===== src/rtl/vga_pkg.sv =====
// vga_pkg: default 640x480@60 timing, coordinate width and sync polarity shared by
// the timing generator, renderers and compositor.
package vga_pkg;

    localparam int CW = 10;
    localparam int COORD_RANGE = 1 << CW;

    localparam int H_ACTIVE_DEF = 640;
    localparam int H_FP_DEF     = 16;
    localparam int H_SYNC_DEF   = 96;
    localparam int H_BP_DEF     = 48;
    localparam int V_ACTIVE_DEF = 480;
    localparam int V_FP_DEF     = 10;
    localparam int V_SYNC_DEF   = 2;
    localparam int V_BP_DEF     = 33;

    localparam int H_TOTAL_DEF = H_ACTIVE_DEF + H_FP_DEF + H_SYNC_DEF + H_BP_DEF;
    localparam int V_TOTAL_DEF = V_ACTIVE_DEF + V_FP_DEF + V_SYNC_DEF + V_BP_DEF;

    localparam logic SYNC_ACT_LOW  = 1'b0;
    localparam logic SYNC_ACT_HIGH = 1'b1;

    typedef struct packed {
        logic hsync;
        logic vsync;
        logic de;
    } sync_t;

    // Bounds are one bit wider than a coordinate so an end bound of 1024 stays representable
    function automatic logic in_span(input logic [CW:0] x, input logic [CW:0] lo,
                                     input logic [CW:0] hi);
        return (x >= lo) && (x < hi);
    endfunction

endpackage


===== src/rtl/vga_timing_gen_sig_delay.sv =====
// sig_delay: W-bit, DEPTH-stage shift register advancing on ce with async clear to CLR.
// DEPTH=0 is a wire, forced to CLR while reset is held.
module sig_delay #(
    parameter int           W     = 3,
    parameter int           DEPTH = 1,
    parameter logic [W-1:0] CLR   = '0
) (
    input  logic         clk,
    input  logic         rst,
    input  logic         ce,
    input  logic [W-1:0] i_d,
    output logic [W-1:0] o_q
);

    if (DEPTH == 0) begin : g_wire
        logic w_unused;
        assign w_unused = clk ^ ce;
        assign o_q = rst ? CLR : i_d;
    end else begin : g_sr
        logic [W-1:0] r_sr [DEPTH];
        always_ff @(posedge clk or posedge rst) begin
            if (rst) begin
                for (int i = 0; i < DEPTH; i++) r_sr[i] <= CLR;
            end else if (ce) begin
                r_sr[0] <= i_d;
                for (int i = 1; i < DEPTH; i++) r_sr[i] <= r_sr[i-1];
            end
        end
        assign o_q = r_sr[DEPTH-1];
    end

endmodule


===== src/rtl/vga_timing_gen.sv =====
// vga_timing_gen: VGA scan counters plus hsync/vsync/de strobes, delayed by PIPE_DLY
// pixel ticks to line up with renderer ROM outputs.
module vga_timing_gen
    import vga_pkg::*;
#(
    parameter int   H_ACTIVE = H_ACTIVE_DEF,
    parameter int   H_FP     = H_FP_DEF,
    parameter int   H_SYNC   = H_SYNC_DEF,
    parameter int   H_BP     = H_BP_DEF,
    parameter int   V_ACTIVE = V_ACTIVE_DEF,
    parameter int   V_FP     = V_FP_DEF,
    parameter int   V_SYNC   = V_SYNC_DEF,
    parameter int   V_BP     = V_BP_DEF,
    parameter logic SYNC_POL = SYNC_ACT_LOW,
    parameter int   PIPE_DLY = 1
) (
    input  logic          clk,
    input  logic          rst,
    input  logic          ce,
    output logic [CW-1:0] h_line,
    output logic [CW-1:0] v_line,
    output logic          hsync,
    output logic          vsync,
    output logic          de,
    output logic          frame_start
);

    localparam int H_TOTAL = H_ACTIVE + H_FP + H_SYNC + H_BP;
    localparam int V_TOTAL = V_ACTIVE + V_FP + V_SYNC + V_BP;

    localparam logic [CW-1:0] H_LAST = CW'(H_TOTAL - 1);
    localparam logic [CW-1:0] V_LAST = CW'(V_TOTAL - 1);
    localparam logic [CW:0]   HS_BEG = (CW+1)'(H_ACTIVE + H_FP);
    localparam logic [CW:0]   HS_END = (CW+1)'(H_ACTIVE + H_FP + H_SYNC);
    localparam logic [CW:0]   VS_BEG = (CW+1)'(V_ACTIVE + V_FP);
    localparam logic [CW:0]   VS_END = (CW+1)'(V_ACTIVE + V_FP + V_SYNC);
    localparam logic [CW:0]   H_VIS  = (CW+1)'(H_ACTIVE);
    localparam logic [CW:0]   V_VIS  = (CW+1)'(V_ACTIVE);

    localparam sync_t IDLE = '{hsync: ~SYNC_POL, vsync: ~SYNC_POL, de: 1'b0};

    if (H_TOTAL > COORD_RANGE || V_TOTAL > COORD_RANGE) begin : g_bad_total
        $error("vga_timing_gen: H_TOTAL/V_TOTAL exceed the 10-bit coordinate range");
    end
    if (PIPE_DLY < 0 || PIPE_DLY > 7) begin : g_bad_dly
        $error("vga_timing_gen: PIPE_DLY must be within 0..7");
    end

    logic [CW-1:0] r_h;
    logic [CW-1:0] r_v;
    logic          r_fs;
    logic          w_h_wrap;
    logic          w_v_wrap;
    sync_t         w_raw;
    sync_t         w_dly;

    assign w_h_wrap = (r_h == H_LAST);
    assign w_v_wrap = (r_v == V_LAST);

    // frame_start is set by the edge that leaves the last pixel, so it reads 1 at (0,0)
    always_ff @(posedge clk or posedge rst) begin
        if (rst) begin
            r_h  <= '0;
            r_v  <= '0;
            r_fs <= 1'b0;
        end else if (ce) begin
            r_h  <= w_h_wrap ? '0 : r_h + 1'b1;
            r_v  <= w_h_wrap ? (w_v_wrap ? '0 : r_v + 1'b1) : r_v;
            r_fs <= w_h_wrap && w_v_wrap;
        end
    end

    always_comb begin
        w_raw.hsync = in_span({1'b0, r_h}, HS_BEG, HS_END) ? SYNC_POL : ~SYNC_POL;
        w_raw.vsync = in_span({1'b0, r_v}, VS_BEG, VS_END) ? SYNC_POL : ~SYNC_POL;
        w_raw.de    = ({1'b0, r_h} < H_VIS) && ({1'b0, r_v} < V_VIS);
    end

    sig_delay #(
        .W    (3),
        .DEPTH(PIPE_DLY),
        .CLR  (IDLE)
    ) u_dly (
        .clk(clk),
        .rst(rst),
        .ce (ce),
        .i_d(w_raw),
        .o_q(w_dly)
    );

    assign h_line      = r_h;
    assign v_line      = r_v;
    assign hsync       = w_dly.hsync;
    assign vsync       = w_dly.vsync;
    assign de          = w_dly.de;
    assign frame_start = r_fs;

endmodule


===== config.mk =====
export PLATFORM = sky130hd
export DESIGN_NAME = vga_timing_gen
export DESIGN_NICKNAME = d
export VERILOG_FILES = /design/src/rtl/vga_pkg.sv /design/src/rtl/vga_timing_gen_sig_delay.sv /design/src/rtl/vga_timing_gen.sv
export SDC_FILE = /design/constraint.sdc
export NUM_CORES = 1
export LEC_CHECK = 0
export ABC_AREA = 1
export BUFFER_PORTS_ARGS = -buffer_cell sky130_fd_sc_hd__buf_2
export CORE_ASPECT_RATIO = 1.2
export CORE_MARGIN = 8
export CORE_UTILIZATION = 49
export CTS_CLUSTER_DIAMETER = 100
export CTS_CLUSTER_SIZE = 40
export DETAILED_ROUTE_END_ITERATION = 10
export HOLD_SLACK_MARGIN = 0.06
export PLACE_DENSITY = 0.75
export SYNTH_ARGS = -nofsm -noshare
export SYNTH_HDL_FRONTEND = slang
export SYNTH_SLANG_ARGS = --single-unit

===== constraint.sdc =====
create_clock -name clk -period 1.43 [get_ports clk]
set_clock_uncertainty 0.1 [all_clocks]
set_input_delay 0.143 -clock clk [delete_from_list [all_inputs] [get_ports clk]]
set_output_delay 0.143 -clock clk [all_outputs]
set_load 0.01 [all_outputs]

# Word-level counts from Yosys, hierarchy flattened
# Index checks and enable logic that the tools add are counted.
[classes] add_sub_neg=2 n_mul=0 div=0 n_lt_le_gt_ge=6 n_eq_ne=2 n_shift=0 muxes=4 bitwise_logic=0 reduce_logical=5
[ops] op="$add 10x1->10 const B" n=2
[ops] op="$eq 10x10->1 const B" n=2
[ops] op="$lt 10x10->1 const B" n=2
[ops] op="$lt 10x9->1 const B" n=2
[ops] op="$mux 10" n=2
[ops] op="$ge 10x10->1 const B" n=1
[ops] op="$ge 10x9->1 const B" n=1
[ops] op="$logic_and 1x1->1" n=4
[ops] op="$mux 1" n=2
[ops] op="$reduce_and 2->1" n=1
[totals] register_bits=24 latch_bits=0 ram_bits=0 romBits=0 input_bits=3 output_inout_bits=24 wordCells=23 n_memories=0

# Depth between registers and ports, before layout
[depth] depth_word=3 mapped_depth=8 ltp_nobuf=8

# Modules after synthesis
# Synthesis repeated with hierarchy kept, for this count alone.
[hier_totals] cells_unflattened=191 hier_area_um2=1466.4
[modules_own_cells] module="vga_timing_gen" instances=1 cells_per_inst=177 area_per_inst_um2=1347.5 seq_area_each_um2=525.5
[modules_own_cells] module="sig_delay" instances=1 cells_per_inst=14 area_per_inst_um2=118.9 seq_area_each_um2=77.6

# Worst setup path before layout
# No wires, ideal clock.
[synth_path] path_kind="register -> register" from="reg r_h[1], in the netlist h_line[1]" to="reg r_v[3], in the netlist v_line[3]" setup_ns=0.118 t_arrival_ns=1.254 required_time_ns=1.212 path_slack_ns=-0.041 path_stages_with_launch=8 path_buffers=1 period_less_slack_ns=1.471 cell_sequence="dfrtp_1 ha_1 nand2_2 nor2_4 nand4_4 buf_6 nand2_1 o21ai_2"
[synth_via] elab_chain_len=2
[synth_lines] element="start, declared" line="vga_timing_gen.sv:49" text="logic [CW-1:0] r_h;"
[synth_lines] element="start signal, assigned" line="vga_timing_gen.sv:67" text="r_h <= w_h_wrap ? '0 : r_h + 1'b1;"
[synth_lines] element="$eq 10x10->1" line="vga_timing_gen.sv:57" text="assign w_h_wrap = (r_h == H_LAST);"
[synth_lines] element="$reduce_and 2->1 (no line)"
[synth_lines] element="end signal, assigned" line="vga_timing_gen.sv:68" text="r_v <= w_h_wrap ? (w_v_wrap ? '0 : r_v + 1'b1) : r_v;"
[synth_lines] element="end, declared" line="vga_timing_gen.sv:50" text="logic [CW-1:0] r_v;"
# Every way passes these cells.
# A chain may end at the register's enable or synchronous reset.

# Final worst setup path
[layout_path] from="reg r_h[0], in the netlist h_line[0]" to="reg r_h[5], in the netlist h_line[5]"
[layout_via] elab_chain_len=2 word_cells_on_any_way=3 cone_classes="1 x add/sub; 1 x eq/ne; 1 x mux"
[layout_lines] element="$add 10x1->10 / $eq 10x10->1 (equally long branches)" line="vga_timing_gen.sv:67, vga_timing_gen.sv:57"
[layout_lines] element="$mux 10 *" line="vga_timing_gen.sv:67"
# Every way passes the cells marked *; elsewhere a longest branch is shown, timed or not.

==> key figures <==
Worst setup path
  – Max incr delay on CP: 0.38 ns
  – Slowest CP cell: dfrtp_1
  – Worst-path maximum fanout: 6
  – Crit path max-delay family: simple AND/OR/NAND/NOR gates
  – Worst Reg-to-Reg Cells: 7
  – Worst setup endpoint: h_line[5]$_DFFE_PP0P_
  – Crit path from: h_line[0]$_DFFE_PP0P_
  – Arr. time, crit path: 1.63 ns
  – Worst reg2reg path endpoint: h_line[5]$_DFFE_PP0P_
  – Crit path depth: 7
  – Setup CP Type: reg -> reg
  – Reg2reg start: h_line[0]$_DFFE_PP0P_
  – Worst path cell trace: ha_2 -> nand2_2 -> nor2_4 -> nand3_4 -> nor2_4 -> buf_4 -> nor3_1
  – Critical path required time: 1.54 ns
  – CP endpoint kind: flop
  – R2r setup slk: -0.09 ns
  – Worst path most repeated cell: nor2_4
  – Bufs and invs on worst path: 1
  – Worst Setup Start Kind: flop

Yosys
  – Post-synth ARST share: 100.0%
  – Top cell type's share of synthesized area: 39.46%
  – Number of synthesized register bits: 24
  – Syn_area_per_cell: 8.158 um2
  – Netlist cell types: 28
  – Yosys warns: 0
  – Post-synth EDFFs: 0
  – Adder-cell share of the synthesized area: 4.484%
  – Sequential share of the synthesized area: between 40% and 50%
  – Top cells by area, synth: dfrtp_1, nand2_1, nor2_1
  – Synth area leader: dfrtp_1
  – Main synth FF type: dfrtp_1
  – Post-synthesis mux area share: 0%
  – Syn_nets: 179
  – Post-synthesis xor/xnor area fraction: 5.022%
  – Synth Area in Simple Gates: 34.08%
  – Post-synth top cells: nand2_1, dfrtp_1, nor2_1, inv_1, nand3_1
  – Most common cell in the synthesized netlist: nand2_1
  – Combinational family with the most area after synthesis: simple AND/OR/NAND/NOR gates
  – Gate Count Post-Synth: ~170
  – Netlist Area Pre-Place: 1395 um2
  – Compound-Gate Fraction of Synth Area: 5.471%

STA
  – Final Max Slew Viols: 0
  – F_max: 658.6 MHz
  – Slew HR: 77.82%
  – Tmin final: ~1.5 ns
  – Setup TNS: -0.6610 ns
  – Finish-stage setup viols: 14
  – Worst-margin pin slew: 0.3301 ns
  – Unrepaired setup endpoints after global routing: yes
  – Hold Slack: 0.1004 ns
  – Tcrit/Tclk final: 106.2%
  – Final Hold Viols: 0
  – Setup WS post-layout: -0.08848 ns

Clocking
  – # H-tree levels: 1
  – Reg clk slew, reported paths: 0.13 ns
  – Clock root buffer: clkbuf_4
  – Worst skew pair latency: about 0.31 ns
  – TritonCTS buffer count: 3
  – CTS tree: built
  – Clock buffer depth: 2
  – Clock sink count: 24

Drt
  – Vias/cell: between 5 and 6
  – Pre-Repair DR Iteration Count: 4
  – Via count: 1,402
  – WL/cell: 14.61 um
  – Initial DRC Count: 76
  – ANT nets after route: 0
  – Drt drc: 0
  – Detailed Route WL: 3827 um

Die
  – Site Rows: 21
  – Initial core utilization: 50.57%
  – # IOs: 27
  – Die area: 4818 um2
  – Placeable Area: between 2000 and 3000 um2
  – DIE HEIGHT: 74.45 um
  – Chip Width: 64.71 um

Placement
  – RD Place Congestion: 0.8629
  – Port buffer count: 26
  – Final HPWL DP: around 2700 um

Global routing
  – Vias in the first global route: approximately 1,400
  – Global route overflow: 0
  – Initial antenna violation count: 0
  – First-pass GRT wire length: 6320 um
  – Largest net degree at the start of global routing: 25
  – Gr usage total: 16.24%

Finish
  – Ant. Diodes: 0
  – Layout area overhead: 40.27%
  – Final net count: 237
  – Fillers: around 240
  – Layout cell share with drive strength beyond 1: 45.18%

Run status
  – Status: finished, violations left
  – Failing checks: setup timing

Power and ir drop
  – VDD IR max: 0.6828 mV
  – Pwr per Cell Area: between 1000 and 1500 nW/um2
  – P_leak: between 0.9 and 1 nW
  – Total power: 1.963 mW

Flow run
  – MaxCap Viol Count: 0

Min path
  – Hold path start: ce
  – HP Class: in -> reg
## through the flow
stage / area [um2] / instances / util [%] / worst slack [ns]
floorplan: 1398 / 171 / - / -0.03763
global placement: 1707 / 249 / 61.86 / -0.02696
detailed placement: 1707 / 249 / 61.86 / -0.1210
CTS: 1872 / 261 / 67.85 / -0.07554
global route: 1957 / 262 / 70.93 / -0.1580
finish: 1957 / 262 / 70.93 / -0.08848
## routing by layer
metal  GRT usage [%]  share of wire, %
met1           18.75                40
met2           29.20                54
met3           2.861               5.3
met4           6.068              0.76
met5               0                 0
## placed cells by master (no fill, tap or decap)
| cell | Yosys | layout |
|---|---|---|
| nand3_2 | 1 | 2 |
| a21oi_1 | 2 | 2 |
| ha_1 | 5 | 2 |
| nor2_2 | 2 | 5 |
| xnor2_1 | 1 | 1 |
| nand2_2 | 3 | 9 |
| inv_1 | 20 | 18 |
| nand2_1 | 34 | 27 |
| nand3_1 | 13 | 11 |
| ha_2 | 0 | 2 |
| clkbuf_8 | 0 | 1 |
| dfstp_2 | 2 | 2 |
| buf_4 | 0 | 24 |
| nor3_4 | 0 | 2 |
| nor3_1 | 5 | 4 |
| a31oi_1 | 2 | 2 |
| ha_4 | 0 | 1 |
| nand2_4 | 0 | 1 |
| dfrtp_2 | 0 | 1 |
| nand3_4 | 0 | 1 |
| nand4_4 | 1 | 3 |
| or2_2 | 2 | 1 |
| o21ai_1 | 7 | 5 |
| nand4_1 | 5 | 5 |
| nor3_2 | 2 | 1 |
| clkbuf_4 | 0 | 3 |
| nor2_4 | 3 | 5 |
| o21ai_0 | 2 | 2 |
| dfrtp_1 | 22 | 21 |
| or2_4 | 0 | 1 |
| xor2_1 | 7 | 7 |
| nor4_1 | 1 | 1 |
| o21ai_2 | 1 | 3 |
| buf_2 | 2 | 26 |
| inv_2 | 3 | 5 |
| dlygate4sd3_1 | 0 | 1 |
| buf_6 | 1 | 4 |
| nor2_1 | 21 | 16 |
## tightest hold or removal path, cell delays in order
cell     delay [ns]
buf_2          0.21
nand2_1        0.10
nand2_1        0.04
## area by class of cell
type,instances,area [um2],area share [%]
Multi-Input combinational cell,122,822.0,42.01
Sequential cell,24,604.3,30.88
Timing Repair Buffer,55,365.4,18.67
Inverter,23,86.33,4.412
Tap cell,34,42.54,2.174
Clock buffer,4,36.28,1.854
## sequential cells by signal, indices dropped and copies added, names as in the netlist
signal       count
h_line          10
frame_start      1
u_dly.o_q        3
v_line          10
## report_power, final
group          total [mW]  switching, mW  internal (mW)
clock               0.363          0.207          0.156
combinational       0.723          0.417          0.306
sequential          0.877         0.0955          0.781
## worst min path at each step
stage | endpoint | slack, ns | cells past startpoint
6_report | frame_start$_DFFE_PP0P_ | 0.10 | 3
5_1_grt | frame_start$_DFFE_PP0P_ | 0.09 | 3
4_1_cts | frame_start$_DFFE_PP0P_ | 0.09 | 3
3_5_place_dp | v_line[7]$_DFFE_PP0P_ | 0.11 | 3
3_3_place_gp | h_line[9]$_DFFE_PP0P_ | 0.1 | 3
2_1_floorplan | frame_start$_DFFE_PP0P_ | 0.06 | 1
## what timing repair did
item | in CTS | in global routing
hold buffers | 1 | 0
setup buffers | 6 | 2
endpoints found under the hold margin | 24 | 0
pin swaps | 12 | 10
setup endpoints to repair | 15 | 20
gates cloned | 1 | 0
resized for setup | 13 | 23
## kinds of logic (layout without fill, tap and decap cells)
kind of cell               Yosys count  after routing
adders and majority gates            5              5
xor gates and xnor gates             8              8
AOI/OAI and AO/OA                   14             14
buffers and inverters               26             82
and+or+nand+nor                     94             95
DFF                                 24             24
Note: power is estimated with default switching activity, not from simulation.
